### src/rtl/instr_encoder_loader_if.sv
// instr_encoder_loader_if: decoded-field stream into the loader and the imem write/readback bus out of it
interface instr_encoder_loader_if #(parameter int ADDR_W = 12);
   logic              in_valid;
   logic              in_ready;
   logic [4:0]        in_opcode;
   logic [4:0]        in_rd;
   logic [4:0]        in_rs;
   logic [4:0]        in_rt;
   logic [4:0]        in_shamt;
   logic [4:0]        in_aluop;
   logic [31:0]       in_immed;
   logic [31:0]       in_target;
   logic              imem_wren;
   logic [ADDR_W-1:0] imem_addr;
   logic [31:0]       imem_data;
   logic [31:0]       imem_q;
   modport slave (
      input  in_valid, in_opcode, in_rd, in_rs, in_rt, in_shamt, in_aluop, in_immed, in_target, imem_q,
      output in_ready, imem_wren, imem_addr, imem_data
   );
   modport master (
      output in_valid, in_opcode, in_rd, in_rs, in_rt, in_shamt, in_aluop, in_immed, in_target, imem_q,
      input  in_ready, imem_wren, imem_addr, imem_data
   );
endinterface

### src/rtl/instr_encoder_loader.sv
// instr_encoder_loader: packs decoded fields into 32-bit ISA words and writes them to imem; READBACK_VERIFY_EN adds a readback check per word
module instr_encoder_loader #(
   parameter int ADDR_W = 12
) (
   input  logic                  clock,
   input  logic                  reset_n,
   input  logic                  start,
   input  logic [ADDR_W-1:0]     base_addr,
   input  logic [ADDR_W:0]       word_count,
   instr_encoder_loader_if.slave bus,
   output logic                  busy,
   output logic                  done,
   output logic [ADDR_W:0]       words_written,
   output logic                  err_illegal,
   output logic                  err_range,
   output logic                  err_verify
);
`ifdef READBACK_VERIFY_EN
   typedef enum logic [2:0] {IDLE, ACCEPT, WRITE, DONE, VERIFY_RD, VERIFY_CK} state_t;
`else
   typedef enum logic [1:0] {IDLE, ACCEPT, WRITE, DONE} state_t;
`endif
   state_t            state_q, state_d;
   logic [ADDR_W-1:0] base_q, base_d, addr_q, addr_d;
   logic [ADDR_W:0]   count_q, count_d, idx_q, idx_d;
   logic [31:0]       word_q, word_d, enc;
   logic              ill_q, ill_d, rng_q, rng_d, ver_q, ver_d;
   logic              is_r, is_i, is_ji, is_jii, illegal, bad_range;
   // classify the offered opcode, apply its range rule and pack the ISA word
   always_comb begin
      is_r      = bus.in_opcode == 5'd0;
      is_i      = bus.in_opcode inside {5'd2, 5'd5, 5'd6, 5'd7, 5'd8};
      is_ji     = bus.in_opcode inside {5'd1, 5'd3, 5'd21, 5'd22};
      is_jii    = bus.in_opcode == 5'd4;
      illegal   = !(is_r || is_i || is_ji || is_jii);
      bad_range = (is_i && !(&bus.in_immed[31:16] || ~|bus.in_immed[31:16])) || (is_ji && |bus.in_target[31:27]);
      enc       = is_r  ? {bus.in_opcode, bus.in_rd, bus.in_rs, bus.in_rt, bus.in_shamt, bus.in_aluop, 2'b00} :
                  is_i  ? {bus.in_opcode, bus.in_rd, bus.in_rs, bus.in_immed[16:0]} :
                  is_ji ? {bus.in_opcode, bus.in_target[26:0]} :
                          {bus.in_opcode, bus.in_rd, 22'b0};
   end
   // session FSM: accept bundles, write one word per accepted bundle, count and flag errors
   always_comb begin
      state_d = state_q;
      base_d  = base_q;
      count_d = count_q;
      idx_d   = idx_q;
      word_d  = word_q;
      addr_d  = addr_q;
      ill_d   = ill_q;
      rng_d   = rng_q;
      ver_d   = ver_q;
      case (state_q)
         IDLE: if (start) begin
            base_d  = base_addr;
            count_d = word_count;
            idx_d   = '0;
            ill_d   = 1'b0;
            rng_d   = 1'b0;
            ver_d   = 1'b0;
            state_d = word_count == '0 ? DONE : ACCEPT;
         end
         ACCEPT: if (bus.in_valid) begin
            if (illegal) ill_d = 1'b1;
            else if (bad_range) rng_d = 1'b1;
            else begin
               word_d  = enc;
               addr_d  = base_q + idx_q[ADDR_W-1:0];
               state_d = WRITE;
            end
         end
         WRITE: begin
            idx_d = idx_q + 1'b1;
`ifdef READBACK_VERIFY_EN
            state_d = VERIFY_RD;
`else
            state_d = (idx_q + 1'b1) == count_q ? DONE : ACCEPT;
`endif
         end
`ifdef READBACK_VERIFY_EN
         VERIFY_RD: state_d = VERIFY_CK;
         VERIFY_CK: begin
            if (bus.imem_q != word_q) ver_d = 1'b1;
            state_d = idx_q == count_q ? DONE : ACCEPT;
         end
`endif
         default: state_d = IDLE;
      endcase
   end
   // state and datapath registers; reset aborts any session at once
   always_ff @(posedge clock or negedge reset_n) begin
      if (!reset_n) begin
         state_q <= IDLE;
         base_q  <= '0;
         count_q <= '0;
         idx_q   <= '0;
         word_q  <= '0;
         addr_q  <= '0;
         ill_q   <= 1'b0;
         rng_q   <= 1'b0;
         ver_q   <= 1'b0;
      end else begin
         state_q <= state_d;
         base_q  <= base_d;
         count_q <= count_d;
         idx_q   <= idx_d;
         word_q  <= word_d;
         addr_q  <= addr_d;
         ill_q   <= ill_d;
         rng_q   <= rng_d;
         ver_q   <= ver_d;
      end
   end
`ifdef READBACK_VERIFY_EN
   assign err_verify = ver_q;
`else
   logic unused_q;
   assign unused_q   = ^{bus.imem_q, ver_q};
   assign err_verify = 1'b0;
`endif
   assign bus.in_ready   = state_q == ACCEPT;
   assign bus.imem_wren  = state_q == WRITE;
   assign bus.imem_addr  = addr_q;
   assign bus.imem_data  = word_q;
   assign busy           = state_q != IDLE;
   assign done           = state_q == DONE;
   assign words_written  = idx_q;
   assign err_illegal    = ill_q;
   assign err_range      = rng_q;
endmodule

### src/flat_wrapper.sv
// flat-port wrapper written by rule: the top's interface ports become plain ports
module instr_encoder_loader_flat 
#(
   parameter int ADDR_W = 12
)
  (clock, reset_n, start, base_addr, word_count, busy, done, words_written, err_illegal, err_range, err_verify, bus_in_valid, bus_in_opcode, bus_in_rd, bus_in_rs, bus_in_rt, bus_in_shamt, bus_in_aluop, bus_in_immed, bus_in_target, bus_imem_q, bus_in_ready, bus_imem_wren, bus_imem_addr, bus_imem_data);
  instr_encoder_loader_if #(.ADDR_W(ADDR_W)) bus_i ();
  input  logic clock;
  input  logic reset_n;
  input  logic start;
  input  logic [ADDR_W-1:0] base_addr;
  input  logic [ADDR_W:0] word_count;
  output logic busy;
  output logic done;
  output logic [ADDR_W:0] words_written;
  output logic err_illegal;
  output logic err_range;
  output logic err_verify;
  input wire logic [$bits(bus_i.in_valid)-1:0] bus_in_valid;
  input wire logic [$bits(bus_i.in_opcode)-1:0] bus_in_opcode;
  input wire logic [$bits(bus_i.in_rd)-1:0] bus_in_rd;
  input wire logic [$bits(bus_i.in_rs)-1:0] bus_in_rs;
  input wire logic [$bits(bus_i.in_rt)-1:0] bus_in_rt;
  input wire logic [$bits(bus_i.in_shamt)-1:0] bus_in_shamt;
  input wire logic [$bits(bus_i.in_aluop)-1:0] bus_in_aluop;
  input wire logic [$bits(bus_i.in_immed)-1:0] bus_in_immed;
  input wire logic [$bits(bus_i.in_target)-1:0] bus_in_target;
  input wire logic [$bits(bus_i.imem_q)-1:0] bus_imem_q;
  output wire logic [$bits(bus_i.in_ready)-1:0] bus_in_ready;
  output wire logic [$bits(bus_i.imem_wren)-1:0] bus_imem_wren;
  output wire logic [$bits(bus_i.imem_addr)-1:0] bus_imem_addr;
  output wire logic [$bits(bus_i.imem_data)-1:0] bus_imem_data;
  assign bus_i.in_valid = bus_in_valid;
  assign bus_i.in_opcode = bus_in_opcode;
  assign bus_i.in_rd = bus_in_rd;
  assign bus_i.in_rs = bus_in_rs;
  assign bus_i.in_rt = bus_in_rt;
  assign bus_i.in_shamt = bus_in_shamt;
  assign bus_i.in_aluop = bus_in_aluop;
  assign bus_i.in_immed = bus_in_immed;
  assign bus_i.in_target = bus_in_target;
  assign bus_i.imem_q = bus_imem_q;
  assign bus_in_ready = bus_i.in_ready;
  assign bus_imem_wren = bus_i.imem_wren;
  assign bus_imem_addr = bus_i.imem_addr;
  assign bus_imem_data = bus_i.imem_data;
  instr_encoder_loader #(.ADDR_W(ADDR_W)) u_core (.clock(clock), .reset_n(reset_n), .start(start), .base_addr(base_addr), .word_count(word_count), .bus(bus_i), .busy(busy), .done(done), .words_written(words_written), .err_illegal(err_illegal), .err_range(err_range), .err_verify(err_verify));
endmodule
### config.mk
export PLATFORM = sky130hd
export DESIGN_NAME = instr_encoder_loader_flat
export DESIGN_NICKNAME = d
export VERILOG_FILES = /design/src/rtl/instr_encoder_loader_if.sv /design/src/rtl/instr_encoder_loader.sv /design/src/flat_wrapper.sv
export SDC_FILE = /design/constraint.sdc
export NUM_CORES = 1
export LEC_CHECK = 0
export BUFFER_PORTS_ARGS = -buffer_cell sky130_fd_sc_hd__buf_2
export CORE_MARGIN = 4
export CORE_UTILIZATION = 35
export CTS_BUF_LIST = sky130_fd_sc_hd__clkbuf_4 sky130_fd_sc_hd__clkbuf_8 sky130_fd_sc_hd__clkbuf_16
export DETAILED_ROUTE_END_ITERATION = 12
export PLACE_DENSITY = 0.65
export SYNTH_ARGS = -nofsm -noshare
export SYNTH_HDL_FRONTEND = slang
export SYNTH_SLANG_ARGS = --single-unit
### constraint.sdc
create_clock -name clock -period 2.1 [get_ports clock]
set_clock_uncertainty 0.1 [all_clocks]
set_input_delay 0.315 -clock clock [delete_from_list [all_inputs] [get_ports clock]]
set_output_delay 0.315 -clock clock [all_outputs]
set_load 0.03 [all_outputs]
# Yosys cells after proc, flatten, opt, wreduce, memory -nomap -nowiden
# Index checks and enable logic that the tools add are counted.
word_totals:
  regBits: 86
  latch_bits: 0
  ram_bits: 0
  mem_bits_ro: 0
  out_inout_bits: 64
  memories: 0
classes:
  add_sub_neg: 2
  multipliers: 0
  n_div: 0
  order_cmp: 0
  eq_ne: 20
  shifts: 0
  mux: 20
  n_bitwise: 1
  reduce_logical: 26
ops:
  columns: ["op", "n"]
  rows:
  - ["$mux W27", 3]
  - ["$pmux W13 S2", 1]
  - ["$eq A5 B3 Y1 const B", 4]
  - ["$reduce_and A16 Y1", 1]
  - ["$reduce_or A16 Y1", 1]
  - ["$add A13 B1 Y13 const B", 1]
  - ["$eq A13 B13 Y1", 1]
  - ["$logic_not A13 Y1", 1]
  - ["$mux W13", 1]
  - ["$add A12 B12 Y12", 1]
  - ["$mux W2", 6]
  - ["$reduce_and A4 Y1", 3]
  - ["$eq A5 B2 Y1 const B", 2]
  - ["$eq A5 B5 Y1 const B", 2]
  - ["$ne A2 B2 Y1 const B", 4]
  - ["$mux W1", 6]
  - ["$pmux W2 S3", 1]
  - ["$reduce_bool A2 Y1", 3]
  - ["$eq A5 B1 Y1 const B", 1]
  - ["$eq A5 B4 Y1 const B", 1]
  - ["$logic_not A5 Y1", 1]
  - ["$logic_or A1 B1 Y1", 5]
  - ["$reduce_and A5 Y1", 1]
  - ["$reduce_bool A5 Y1", 1]
  - ["other kinds (11)", 17]

# Longest topological paths before layout
logic_depth:
  ltp_word: 10
  ltp_mapped: 9
  depth_no_buf: 9

# Worst setup path before layout
# No wires, ideal clock.
synth_timing:
  path_type: "flip-flop to flip-flop"
  startpoint: "register u_core.idx_q[0] (netlist: u_core.words_written[0])"
  endpoint: "register u_core.addr_q[8] (netlist: u_core.bus.imem_addr[8])"
  arrival_time_ns: 2.244
  required_time_ns: 1.872
  setup_slack_ns: -0.372
  path_stages_with_launch: 10
  n_path_buf: 0
  path_cell_list: "dfrtp_1 > ha_1 > inv_1 > fa_1 > nor2b_1 > o2111ai_1 > nand3_1 > o41ai_1 > xnor2_1 > mux2_1"
synth_via:
  elab_chain_cells: 1
synth_rtl:
  columns: ["element", "line_no", "source"]
  rows:
  - ["from (decl)", "instr_encoder_loader.sv:25", "logic [ADDR_W:0] count_q, count_d, idx_q, idx_d;"]
  - ["from (signal assigned)", "instr_encoder_loader.sv:106", "idx_q <= idx_d;"]
  - ["$add A12 B12 Y12", "instr_encoder_loader.sv:68", "addr_d = base_q + idx_q[ADDR_W-1:0];"]
  - ["to (signal assigned)", "instr_encoder_loader.sv:108", "addr_q <= addr_d;"]
  - ["to (decl)", "instr_encoder_loader.sv:24", "logic [ADDR_W-1:0] base_q, base_d, addr_q, addr_d;"]
# Every way passes these cells.
# A chain may end at the register's enable or synchronous reset.

# Final worst setup path
layout_timing:
  startpoint: "register u_core.idx_q[0] (netlist: u_core.words_written[0])"
  endpoint: "register u_core.state_q[1]"
layout_via:
  elab_chain_cells: 4
layout_rtl:
  columns: ["element", "line_no", "source"]
  rows:
  - ["$add A13 B1 Y13", "instr_encoder_loader.sv:77", "state_d = (idx_q + 1'b1) == count_q ? DONE : ACCEPT;"]
  - ["$eq A13 B13 Y1", "instr_encoder_loader.sv:77", null]
  - ["$mux W2", "instr_encoder_loader.sv:77", null]
  - ["$pmux W2 S3", "instr_encoder_loader.sv:53", "case (state_q)"]
  - ["to (signal assigned)", "instr_encoder_loader.sv:103", "state_q <= state_d;"]
  - ["to (decl)", "instr_encoder_loader.sv:23", "state_t state_q, state_d;"]
# Every way passes these cells.

==> impl_metrics.csv <==
group,metric,value,unit
outcome,violations,"setup timing",
sta,fin_crit,2180,ps
setup_path,critPathArrivalTime,2350,ps
synthesis,yosysUniqueCellTypes,52,
synthesis,syn-num-nets,635,
layout,final_common_cell,"buf_2",
layout,stdcell_count,888,
setup_path,cp_max_fo,3,
grt,track_usage,0.185,
clocking,numCtsBuffers,9,
floorplanning,dieHeight,124,um
floorplanning,num_io_pins,219,
synthesis,synthCells,467,
layout,layout.nets,874,
detailed_routing,wire_per_inst,16.6,um
clocking,clock_path_buffers,2,
place,gp_congestion,0.949,
setup_path,crit_required,2270,ps
place,pre_cts_ws,-277,ps
clocking,cts_htree_levels,3,
floorplanning,initial_core_util,0.357,
floorplanning,coreArea,0.0132,mm^2
clocking,cts_root_buffer,"clkbuf_16",
detailed_routing,drtAntennaViolNets,0,
synthesis,synth_area_per_cell,10.1,um^2
layout,seqCellArea,0.00216,mm^2
power_and_ir_drop,cellLeakagePower,3.20,nW
sta,finalHoldViolations,0,
floorplanning,row_count,42,
synthesis,yosys.area.top_type_share,0.455,
synthesis,synth.top_cells.by_area,"dfrtp_1 45%, mux2_2 6.9%, a21oi_1 4.4%, nor2_1 4.1%, a222oi_1 3.2%",
clocking,clkTransAtPathRegs,60,ps
place,hpwl,11400,um
sta,fmax,459,MHz
detailed_routing,firstDrtPassIters,5,
sta,slew_viol_final,0,
synthesis,synth_area_leader_cell,"dfrtp_1",
synthesis,synth-main-ff-cell,"dfrtp_1",
worst_hold_path,hold_class,"in -> reg",
clocking,clk_latency,340,ps
run,cap_violations,0,
sta,tns,-223,ps
setup_path,endpoint_kind,"register",
setup_path,startpoint_type,"register",
synthesis,ys_ff_latch,86,
layout,drive_gt1_frac,0.484,
floorplanning,dieArea,0.0154,mm^2
grt,grt_pass1_wl,23200,um
place,dp.cells,865,
layout,area_delta_synth_final,46.7,%
layout,multi_input_area,0.00266,mm^2
synthesis,synth-async-reset-ratio,1.00,
sta,rsz0062_at_grt,"yes",
power_and_ir_drop,power_density,1270,mW/mm^2
sta,hold_ws,96.8,ps
synthesis,yosys_warnings,0,
layout,utilization,0.524,
detailed_routing,vias_per_cell,5.22,
synthesis,synth-edff-count,0,
sta,finalCritPeriodShare,1.04,
power_and_ir_drop,ir_worst_vdd,0.000561,V
clocking,cts_tree,"yes",
grt,grt_max_degree,55,
sta,final-setup-viol-count,4,
sta,fin_ws,-80.8,ps
layout,fillerInstances,1211,
detailed_routing,totalWireLength,14800,um
clocking,cts_sinks,86,
grt,grt_overflow,0,
synthesis,yosysSeqAreaShare,0.455,
outcome,status,"finished, violations left",
detailed_routing,drt_iter0_markers,244,
layout,final_cell_mix,"183 x buf_2, 78 x dfrtp_1, 59 x buf_4",
place,port-buffer-count,185,
setup_path,path_class,"reg -> reg",
grt,grt_pass1_vias,4623,
synthesis,synth.cell_area,0.00473,mm^2
grt,antenna_found_initial,1,
floorplanning,die_w,124,um
detailed_routing,route.detailed.drc,0,
detailed_routing,vias,4632,
cells in the mapped netlist, types with 3 or more instances:
library cell,n
nor4_1,9
nand2_1,18
or2_2,4
dfrtp_1,86
nor2_1,52
mux2i_1,7
nand3_1,10
ha_1,12
o41ai_1,3
nor3_1,7
buf_2,3
clkbuf_1,16
nor2b_1,5
xor3_1,3
o22ai_1,5
a31oi_1,5
a222oi_1,15
inv_1,13
xnor2_1,16
mux2_2,29
xor2_1,8
nand4_1,11
o21a_1,3
o31ai_1,3
a21oi_1,42
o2111ai_1,3
mux2_1,9
and3_1,6
a22oi_1,7
o21ai_0,25
nand2b_1,4
buf_4,4
final timing paths:
| check | end | slack (ps) | from | cells after the start |
|---|---|---|---|---|
| min reg2reg | u_core.bus.imem_addr[0]$_DFFE_PN0P_ | 390 | u_core.bus.imem_addr[0]$_DFFE_PN0P_ | 1 |
| max reg2reg | u_core.state_q[1]$_DFFE_PN0P_ | -80 | u_core.words_written[0]$_DFFE_PN0P_ | 8 |
| min in group asynchronous | u_core.base_q[11]$_DFFE_PN0P_ | 250 | reset_n | 2 |
| max | u_core.state_q[1]$_DFFE_PN0P_ | -80 | u_core.words_written[0]$_DFFE_PN0P_ | 8 |
| max in group asynchronous | u_core.bus.imem_data[4]$_DFFE_PN0P_ | 1030 | reset_n | 3 |
| min | u_core.base_q[1]$_DFFE_PN0P_ | 100 | base_addr[1] | 3 |
kinds of logic after synthesis:
family	synth area share
and+or+nand+nor	0.148
AOI/OAI and AO/OA	0.162
DFF	0.455
muxes	0.105
buffers and inverters	0.0341
xor gates and xnor gates	0.0595
adders and majority gates	0.0359
other	0.000792
power breakdown:
part	leakage [nW]	total, W	switching, W	internal, W
sequential	1.03	0.00286	0.000477	0.00239
combinational	2.02	0.00430	0.00246	0.00184
clock	0.156	0.00165	0.000654	0.000994
total	3.20	0.00881	0.00359	0.00522
per-stage QoR:
step           total power (W)  area, um^2
6_report               0.00881        6940
5_1_grt                0.00943        6940
4_1_cts                0.00879        6800
3_5_place_dp           0.00701        6410
3_3_place_gp           0.00690        6410
2_1_floorplan          0.00555        4840
layout make-up:
cell class	instances	area share
Inverter	13	0.00703
Multi-Input combinational cell	343	0.383
Antenna cell	1	0.000360
Tap cell	176	0.0317
Timing Repair Buffer	253	0.222
Sequential cell	86	0.311
Clock buffer	12	0.0375
Clock inverter	4	0.00649
critical path, stage by stage, from the launching register on:
cell,delay (ps)
dfrtp_2,440
buf_4,150
ha_4,230
xor2_1,160
nor4_2,230
o2111ai_1,170
nor4_2,300
o2111ai_1,160
a21oi_1,160
routing by layer:
metal  vias up  wire length [um]  global-route usage
met4         0               397              0.0767
met2       189              7250               0.305
met5         -                 0                   0
li1       2207                 -                   -
met1      2205              5940               0.222
met3        31              1180              0.0600
flip-flops by register name, indices dropped and copies added, names as in the netlist:
signal                count
u_core.err_range          1
u_core.bus.imem_addr     12
u_core.state_q            2
u_core.words_written     13
u_core.bus.imem_data     32
u_core.count_q           13
u_core.err_illegal        1
u_core.base_q            12
timing repair:
item,in CTS,in global routing
pin swaps,5,8
setup buffers,1,4
gates cloned,0,1
endpoints found under the hold margin,36,0
hold buffers,1,0
resized for setup,15,19
endpoints found under the setup margin,6,45
Note: power is estimated with default switching activity, not from simulation.
